--- src/rtl/int_muldiv_pkg.sv ---
// Shared op codes, state encoding and operand-signedness helpers for the
// iterative RV32M multiply/divide unit.
package int_muldiv_pkg;

   typedef enum logic [2:0] {
      OP_MUL    = 3'd0,
      OP_MULH   = 3'd1,
      OP_MULHSU = 3'd2,
      OP_MULHU  = 3'd3,
      OP_DIV    = 3'd4,
      OP_DIVU   = 3'd5,
      OP_REM    = 3'd6,
      OP_REMU   = 3'd7
   } mdu_op_e;

   typedef enum logic [1:0] {
      ST_IDLE = 2'd0,
      ST_CALC = 2'd1,
      ST_SIGN = 2'd2,
      ST_DONE = 2'd3
   } mdu_state_e;

   // MUL keeps both operands unsigned: the low product word is sign-agnostic.
   function automatic logic op_signed_a(input mdu_op_e o);
      return o inside {OP_MULH, OP_MULHSU, OP_DIV, OP_REM};
   endfunction

   function automatic logic op_signed_b(input mdu_op_e o);
      return o inside {OP_MULH, OP_DIV, OP_REM};
   endfunction

endpackage

--- src/rtl/int_muldiv_special.sv ---
// Detects divide-by-zero and signed-divide overflow, which bypass the
// iterative datapath, and supplies the architecturally defined result.
module int_muldiv_special
   import int_muldiv_pkg::*;
#(
   parameter int XLEN = 32
) (
   input  mdu_op_e         op_i,
   input  logic [XLEN-1:0] a_i,
   input  logic [XLEN-1:0] b_i,
   output logic            special_o,
   output logic [XLEN-1:0] result_o
);

   localparam logic [XLEN-1:0] MIN_NEG = {1'b1, {(XLEN-1){1'b0}}};

   logic b_zero;
   logic ovf;

   assign b_zero = (b_i == '0);
   assign ovf    = (a_i == MIN_NEG) && (b_i == '1);

   always_comb begin
      special_o = 1'b0;
      result_o  = '0;
      unique case (op_i)
         OP_DIV: begin
            if (b_zero) begin
               special_o = 1'b1;
               result_o  = '1;
            end else if (ovf) begin
               special_o = 1'b1;
               result_o  = MIN_NEG;
            end
         end
         OP_DIVU: begin
            if (b_zero) begin
               special_o = 1'b1;
               result_o  = '1;
            end
         end
         OP_REM: begin
            if (b_zero) begin
               special_o = 1'b1;
               result_o  = a_i;
            end else if (ovf) begin
               special_o = 1'b1;
               result_o  = '0;
            end
         end
         OP_REMU: begin
            if (b_zero) begin
               special_o = 1'b1;
               result_o  = a_i;
            end
         end
         default: ;
      endcase
   end

endmodule

--- src/rtl/int_muldiv.sv ---
// Iterative RV32M multiply/divide: radix-2 shift-add multiply and restoring
// divide on magnitudes, with sign fix-up in a final cycle.
module int_muldiv
   import int_muldiv_pkg::*;
#(
   parameter int XLEN = 32
) (
   input  logic            clk,
   input  logic            rst,
   input  logic            in_valid,
   output logic            in_ready,
   input  logic [2:0]      op,
   input  logic [XLEN-1:0] a,
   input  logic [XLEN-1:0] b,
   input  logic            kill,
   output logic            out_valid,
   input  logic            out_ready,
   output logic [XLEN-1:0] y
);

   localparam int               CNT_W    = $clog2(XLEN);
   localparam logic [CNT_W-1:0] CNT_LAST = CNT_W'(XLEN - 1);

   mdu_state_e        state_q, state_d;
   mdu_op_e           op_q, op_d, op_in;
   logic [CNT_W-1:0]  cnt_q, cnt_d;
   logic              sa_q, sa_d, sb_q, sb_d;
   logic [XLEN-1:0]   hi_q, hi_d;
   logic [XLEN-1:0]   lo_q, lo_d;
   logic [XLEN-1:0]   opb_q, opb_d;
   logic [XLEN-1:0]   y_q, y_d;

   logic              sign_a, sign_b;
   logic [XLEN-1:0]   a_abs, b_abs;
   logic              sp_flag;
   logic [XLEN-1:0]   sp_result;
   logic [XLEN:0]     mul_sum;
   logic [XLEN:0]     div_shift, div_trial;
   logic              div_ok;
   logic [2*XLEN-1:0] prod, prod_s;
   logic [XLEN-1:0]   quo_s, rem_s;

   function automatic logic [XLEN-1:0] cond_neg(input logic neg, input logic [XLEN-1:0] v);
      return neg ? -v : v;
   endfunction

   assign op_in  = mdu_op_e'(op);
   assign sign_a = op_signed_a(op_in) & a[XLEN-1];
   assign sign_b = op_signed_b(op_in) & b[XLEN-1];
   assign a_abs  = cond_neg(sign_a, a);
   assign b_abs  = cond_neg(sign_b, b);

   int_muldiv_special #(.XLEN(XLEN)) u_special (
      .op_i      (op_in),
      .a_i       (a),
      .b_i       (b),
      .special_o (sp_flag),
      .result_o  (sp_result)
   );

   // Multiply: hi:lo is the product, lo initially holds the multiplier and drains out the bottom.
   assign mul_sum = {1'b0, hi_q} + (lo_q[0] ? {1'b0, opb_q} : '0);

   // Divide: hi is the partial remainder, lo shifts dividend bits out and quotient bits in.
   assign div_shift = {hi_q, lo_q[XLEN-1]};
   assign div_trial = div_shift - {1'b0, opb_q};
   assign div_ok    = ~div_trial[XLEN];

   assign prod   = {hi_q, lo_q};
   assign prod_s = (sa_q ^ sb_q) ? -prod : prod;
   assign quo_s  = cond_neg(sa_q ^ sb_q, lo_q);
   assign rem_s  = cond_neg(sa_q, hi_q);

   always_comb begin
      state_d = state_q;
      op_d    = op_q;
      cnt_d   = cnt_q;
      sa_d    = sa_q;
      sb_d    = sb_q;
      hi_d    = hi_q;
      lo_d    = lo_q;
      opb_d   = opb_q;
      y_d     = y_q;
      if (kill) begin
         state_d = ST_IDLE;
      end else begin
         unique case (state_q)
            ST_IDLE: begin
               if (in_valid) begin
                  op_d  = op_in;
                  sa_d  = sign_a;
                  sb_d  = sign_b;
                  cnt_d = '0;
                  hi_d  = '0;
                  lo_d  = op_in[2] ? a_abs : b_abs;
                  opb_d = op_in[2] ? b_abs : a_abs;
                  if (sp_flag) begin
                     y_d     = sp_result;
                     state_d = ST_DONE;
                  end else begin
                     state_d = ST_CALC;
                  end
               end
            end
            ST_CALC: begin
               cnt_d = cnt_q + CNT_W'(1);
               if (op_q[2]) begin
                  hi_d = div_ok ? div_trial[XLEN-1:0] : div_shift[XLEN-1:0];
                  lo_d = {lo_q[XLEN-2:0], div_ok};
               end else begin
                  hi_d = mul_sum[XLEN:1];
                  lo_d = {mul_sum[0], lo_q[XLEN-1:1]};
               end
               if (cnt_q == CNT_LAST) state_d = ST_SIGN;
            end
            ST_SIGN: begin
               unique case (op_q)
                  OP_MUL:                      y_d = prod_s[XLEN-1:0];
                  OP_MULH, OP_MULHSU, OP_MULHU: y_d = prod_s[2*XLEN-1:XLEN];
                  OP_DIV, OP_DIVU:             y_d = quo_s;
                  default:                     y_d = rem_s;
               endcase
               state_d = ST_DONE;
            end
            ST_DONE: begin
               if (out_ready) state_d = ST_IDLE;
            end
            default: state_d = ST_IDLE;
         endcase
      end
   end

   always_ff @(posedge clk or posedge rst) begin
      if (rst) begin
         state_q <= ST_IDLE;
         op_q    <= OP_MUL;
         cnt_q   <= '0;
         sa_q    <= 1'b0;
         sb_q    <= 1'b0;
         hi_q    <= '0;
         lo_q    <= '0;
         opb_q   <= '0;
         y_q     <= '0;
      end else begin
         state_q <= state_d;
         op_q    <= op_d;
         cnt_q   <= cnt_d;
         sa_q    <= sa_d;
         sb_q    <= sb_d;
         hi_q    <= hi_d;
         lo_q    <= lo_d;
         opb_q   <= opb_d;
         y_q     <= y_d;
      end
   end

   assign in_ready  = (state_q == ST_IDLE);
   assign out_valid = (state_q == ST_DONE);
   assign y         = y_q;

endmodule

--- config.mk ---
export PLATFORM = sky130hd
export DESIGN_NAME = int_muldiv
export DESIGN_NICKNAME = d
export VERILOG_FILES = /design/src/rtl/int_muldiv_pkg.sv /design/src/rtl/int_muldiv_special.sv /design/src/rtl/int_muldiv.sv
export SDC_FILE = /design/constraint.sdc
export NUM_CORES = 1
export LEC_CHECK = 0
export CORE_AREA = 4 4 194 159
export CTS_CLUSTER_SIZE = 40
export DETAILED_ROUTE_END_ITERATION = 7
export DIE_AREA = 0 0 198 163
export GPL_TIMING_DRIVEN = 0
export PLACE_DENSITY = 0.75
export REMOVE_ABC_BUFFERS = 1
export SYNTH_ARGS = -nofsm -noshare
export SYNTH_HDL_FRONTEND = slang
export SYNTH_HIERARCHICAL = 1
export SYNTH_SLANG_ARGS = --single-unit
--- constraint.sdc ---
create_clock -name clk -period 10 [get_ports clk]
set_input_delay 2.5 -clock clk [delete_from_list [all_inputs] [get_ports clk]]
set_output_delay 2.5 -clock clk [all_outputs]
set_load 0.05 [all_outputs]
[After elaboration in Yosys (flattened, before gate mapping)]
Index checks and enable logic that the tools add are counted.
Word-level totals
  word-level logic and storage cells: 97
  register bits after elaboration: 140
  output and inout port bits: 34
Operators by class
  equal/unequal tests: 22
  muxes and demuxes: 36
  reductions and logical operators: 17
  add/subtract/negate cells: 8
  bitwise gates (word level): 5
Operators with widths (count)
  two-way mux 32 bit: 18
  one-hot mux 32 bit (2 select lines): 3
  one-hot mux 32 bit (3 select lines): 2
  negator 32 bit: 4
  == test 32 bit (second input constant): 2
  two-way mux 64 bit: 1
  negator 64 bit: 1
  adder 32 x 32 -> 33 bit: 1
  subtractor 33 x 32 -> 33 bit: 1
  zero test 32 bit: 1
  == test 3 bit (second input constant): 6
  two-way mux 2 bit: 5
  one-hot mux 5 bit (2 select lines): 1
  == test 3 x 2 -> 1 bit (second input constant): 3
  AND reduction 3 bit: 3
  one-hot mux 2 bit (4 select lines): 1
  OR reduction 2 bit: 4
  == test 3 x 1 -> 1 bit (second input constant): 2
  inequality test 3 x 2 -> 1 bit (second input constant): 2
  adder 5 x 1 -> 5 bit (second input constant): 1
  == test 5 bit (second input constant): 1
  two-way mux 5 bit: 1
  == test 2 bit (second input constant): 2
  AND reduction 4 bit: 1
  other kinds (16): 21

[Logic depth before layout (Yosys ltp)]
Gate-level depths: netlist (run 1).
  word-level depth: 9
  mapped depth: 15
  gate-level depth less buffers: 14

[By module]
The synthesis (run 1) kept the hierarchy.
By module, submodules not included
  int_muldiv: seq. area each 3503.4 µm², area each 14123.5 µm², cells an instance 1858, times used 1
  int_muldiv_special: seq. area each 0.0 µm², area each 718.2 µm², cells an instance 110, times used 1

[Least setup slack after synthesis (run 1)]
OpenSTA, ideal clock, no wires.
  path kind: input to register
  from: input port b[4]
  to: register lo_q[23]
  stages: 9
  setup slack: 5164 ps
  arrival time: 4710 ps
  buffers on the path: 0
  library setup time: 126 ps
  path through: or4_1 -> nor4_1 -> nand2_1 -> nor4_1 -> and2_1 -> nor2_1 -> xnor2_1 -> o21ai_0 -> a221o_1
Between the ends
  longest elaborated chain between the ends: 5
Ends and longest elaborated chain
  start: declaration: RTL line int_muldiv.sv:14  | input logic [XLEN-1:0] b,
  negator 32 bit: RTL line int_muldiv.sv:44  | return neg ? -v : v;
  two-way mux 32 bit: RTL line int_muldiv.sv:44
  two-way mux 32 bit: RTL line int_muldiv.sv:95  | lo_d = op_in[2] ? a_abs : b_abs;
  two-way mux 32 bit: RTL line int_muldiv.sv:89  | if (in_valid) begin
  one-hot mux 32 bit (2 select lines): RTL line int_muldiv.sv:87  | unique case (state_q)
  end signal: assignment: RTL line int_muldiv.sv:151  | lo_q <= lo_d;
  end: declaration: RTL line int_muldiv.sv:29  | logic [XLEN-1:0] lo_q, lo_d;
Every way passes these cells. The select of a mux whose other input is x is not followed.
A chain may end at the register's enable or synchronous reset.

[Worst setup path after layout (run 1)]
  from: input port op[2]
  to: register y_q[21] (netlist: y[21])
Between the ends
  elaborated cells between the ends (all ways): 14
  those cells by class: eq/ne: 5; mux: 5; reduce/logical: 4
RTL lines
  start: declaration: RTL line int_muldiv.sv:12  | input logic [2:0] op,
  == test 3 bit: RTL line int_muldiv_special.sv:26  | unique case (op_i)
  OR reduction 2 bit (no source line)
  one-hot mux 1 bit (2 select lines) (*): RTL line int_muldiv_special.sv:26
  via sp_flag: RTL line int_muldiv.sv:35  | logic sp_flag;
  inequality test 2 x 1 -> 1 bit (no source line) (*)
  AND reduction 4 bit (no source line) (*)
  end signal: assignment: RTL line int_muldiv.sv:153  | y_q <= y_d;
  end: declaration: RTL line int_muldiv.sv:31  | logic [XLEN-1:0] y_q, y_d;
Mark *: on every way through the listed nets, which the timed path passes. The rest lies on a longest branch. The select of a mux whose other input is x is not followed.

==> metrics.yaml, run 1 <==
die:
  io_pins: 106
  dieArea_um2: 32300
  start_util: 0.514
  row_count: 56
  die_h_um: 163
  coreArea_um2: 28900
  dieWidth_um: 198
critical_path:
  arrival_ps: 7680
  cp-end-kind: "flip-flop"
  cp-start-kind: "input pin"
  crit_type: "input pin to flip-flop"
  critPathMaxFanout: 112
  cp.required_ps: 10300
yosys:
  synth_ff_type: "dfrtp_1"
  yosysWarnings: 6
  synth.avg_cell_area_um2: 7.54
  synth_seq_area_share: 0.236
  ys_async_sr_fraction: 1.00
  synth-edff-count: 0
  yosysUniqueCellTypes: 73
  yosys.area.top_type: "dfrtp_1"
  syn_inst: 1968
  synthTopCellsByArea: "dfrtp_1 24%, a21oi_1 6.2%, ha_1 6.2%"
  syn_area_um2: 14800
  synth-seq-cells: 140
  synth_top_area_frac: 0.236
clock_tree:
  clock_latency_ps: 450
  cts_tree: "built"
  cts_resized: 0
  clkSlewWorstSetupHoldPaths_ps: 60
  ctsLongestPathBuffers: 2
  numCtsBuffers: 17
  cts_root_buf: "clkbuf_16"
  cts_sinks: 140
  htreeDepth: 4
  hold_buffers: 0
  cts_setup_buffers: 0
sta:
  period_needed_ps: 7380
  relSlewSlack: 0.0810
  drv_slew: 0
  skew_ps: 11.7
  worst_pin_slew_ps: 1380
  clock.fmax_ghz: 0.136
  hold_viol: 0
  finalCritPeriodShare: 0.738
  finalSetupViolCount: 0
  rsz0062_at_grt: "no"
  worst_slack_ps: 2620
power:
  intPower_mw: 3.00
  p_switching_mw: 3.31
  seqPwrFrac: 0.206
  netSwitchingFraction: 0.525
  pwr-share-clk: 0.112
  p_comb_frac: 0.681
  leakage_nw: 7.00
  ir_worst_vdd_mv: 0.222
  powerDensity_nw_per_um2: 375
final_layout:
  multi_input_area_um2: 10500
  regArea_um2: 3510
  layout_commonest_cell: "nor2_1"
  area_delta_synth_final_pct: 13.2
  most-common-layout-cells: "217 x nor2_1, 184 x a21oi_1, 147 x nand2_1, 141 x o21ai_0, 138 x dfrtp_1"
  final_nets: 2124
  n_fill_cell: 2670
  drive_gt1_frac: 0.0739
  fin_util: 0.582
drt:
  drt_iter0_markers: 1542
  drt.antenna.violating_nets: 0
  wl_per_cell_um: 21.4
  vias: 15351
  first_pass_iters: 7
  routed_wl_um: 50700
  avgViaCountPerCell: 6.49
  drc: 0
flow_run:
  drv_cap: 0
grt:
  grt_max_degree: 113
  grt-ovfl-total: 0
  antenna_found_initial: 1
  grt_use_total: 0.304
  grt_pass1_wl_um: 78400
  grt_pass1_vias: 14287
placed_design:
  post-dp-hpwl_um: 38000
  io_buffers: 105
  post-place-ws_ps: 2510
  routabilityCongestion: 0.963
outcome:
  status: "completed"
min_path:
  hp-class: "flip-flop to flip-flop"
[routing by layer]
metal | vias up | track usage | routed length [um]
met4 | 2 | 0.0970 | 1780
li1 | 7095 | - | -
met2 | 746 | 0.458 | 22100
met3 | 116 | 0.0730 | 4840
met1 | 7392 | 0.432 | 22000
met5 | - | 0 | 13
[layout make-up]
cell class | instances | share of cell area
Multi-Input combinational cell | 1593 | 0.623
Sequential cell | 140 | 0.209
Timing Repair Buffer | 119 | 0.0784
Clock buffer | 22 | 0.0282
Tap cell | 377 | 0.0281
Inverter | 105 | 0.0238
Clock inverter | 10 | 0.00954
Antenna cell | 1 | 0.000149
[worst paths after layout]
| check | startpoint | endpoint | slack (ps) | cells past startpoint |
|---|---|---|---|---|
| worst max-delay path | op[2] | y[21]$_DFFE_PP0P_ | 2620 | 13 |
| worst min-delay path | opb_q[5]$_DFFE_PP0P_ | opb_q[5]$_DFFE_PP0P_ | 490 | 2 |
| worst max register to register | lo_q[31]$_DFFE_PP0P_ | hi_q[6]$_DFFE_PP0P_ | 4700 | 14 |
| worst min register to register | opb_q[5]$_DFFE_PP0P_ | opb_q[5]$_DFFE_PP0P_ | 490 | 2 |
| max in group asynchronous | rst | sa_q$_DFFE_PP0P_ | 6620 | 3 |
| min in group asynchronous | rst | cnt_q[3]$_DFFE_PP0P_ | 2480 | 2 |
[cells in the mapped netlist, drive strengths merged, types with 36 or more instances]
master / instances
inv: 104
ha: 74
nand2: 147
xnor2: 100
xor2: 94
a21oi: 215
mux2i: 37
nor3: 80
clkbuf: 107
dfrtp: 140
o21ai: 145
mux2: 36
a211oi: 42
nor2: 218
[metrics by stage]
step	cell area, um2	hold slack [ps]	total power [mW]	setup TNS, ps	std cells
2_1_floorplan	14300	449	4.27	0	1838
3_3_place_gp	15800	466	5.34	-55170	2320
3_5_place_dp	16200	474	5.47	0	2334
4_1_cts	16800	489	6.21	0	2366
5_1_grt	16800	510	6.74	0	2366
6_report	16800	487	6.30	0	2367
[power by group through the flow]
stage	logic [mW]	registers (mW)	clock network (mW)
2_1_floorplan	2.96	1.32	0
3_3_place_gp	4.06	1.28	0
3_5_place_dp	4.18	1.29	0
4_1_cts	4.21	1.29	0.715
5_1_grt	4.67	1.33	0.735
6_report	4.29	1.30	0.708
[registers in the layout (all words and copies together) (netlist names)]
register	flops
op_q	3
hi_q	32
y	32
cnt_q	5
opb_q	32
sa_q	1
lo_q	32
state_q	2
sb_q	1
[cells by family (layout without fill, tap and decap cells)]
logic type               count (synthesis)  after routing  share of synthesized area
AND/OR/NAND/NOR                        631            631                      0.202
AO/OA/AOI/OAI                          619            619                      0.266
buffers and inverters                  235            256                     0.0642
XOR/XNOR                               194            194                      0.114
flip-flops                             140            140                      0.236
adder cells (fa/ha/maj)                 76             76                     0.0651
multiplexers                            73             73                     0.0523
other                                    0              1                          0
[critical path, cell delays in order]
cell	delay, ps
buf_4	750
nor4b_1	590
nand4_1	270
or3_2	760
buf_12	270
o31ai_2	150
nand3_1	240
a21oi_4	470
buf_16	230
and2_1	570
o221ai_1	240
a221oi_1	440
nor3_1	130
Power figures use the tool's default switching activity.
==> inputs of run 2 (changes only) <==
==> constraint.sdc (replaced) <==
create_clock -name clk -period 7.4 [get_ports clk]
set_input_delay 1.85 -clock clk [delete_from_list [all_inputs] [get_ports clk]]
set_output_delay 1.85 -clock clk [all_outputs]
set_load 0.05 [all_outputs]
==> results of run 2 <==
The final DEF is identical to that of run 1. Status: completed.
Among the figures that moved: setup slack after placement 2510 ps -> 559 ps; setup slack after layout 2620 ps -> 675 ps; register-to-register setup slack 4700 ps -> 2100 ps; total power 6.30 mW -> 8.52 mW; worst IR drop on VDD 0.222 mV -> 0.300 mV
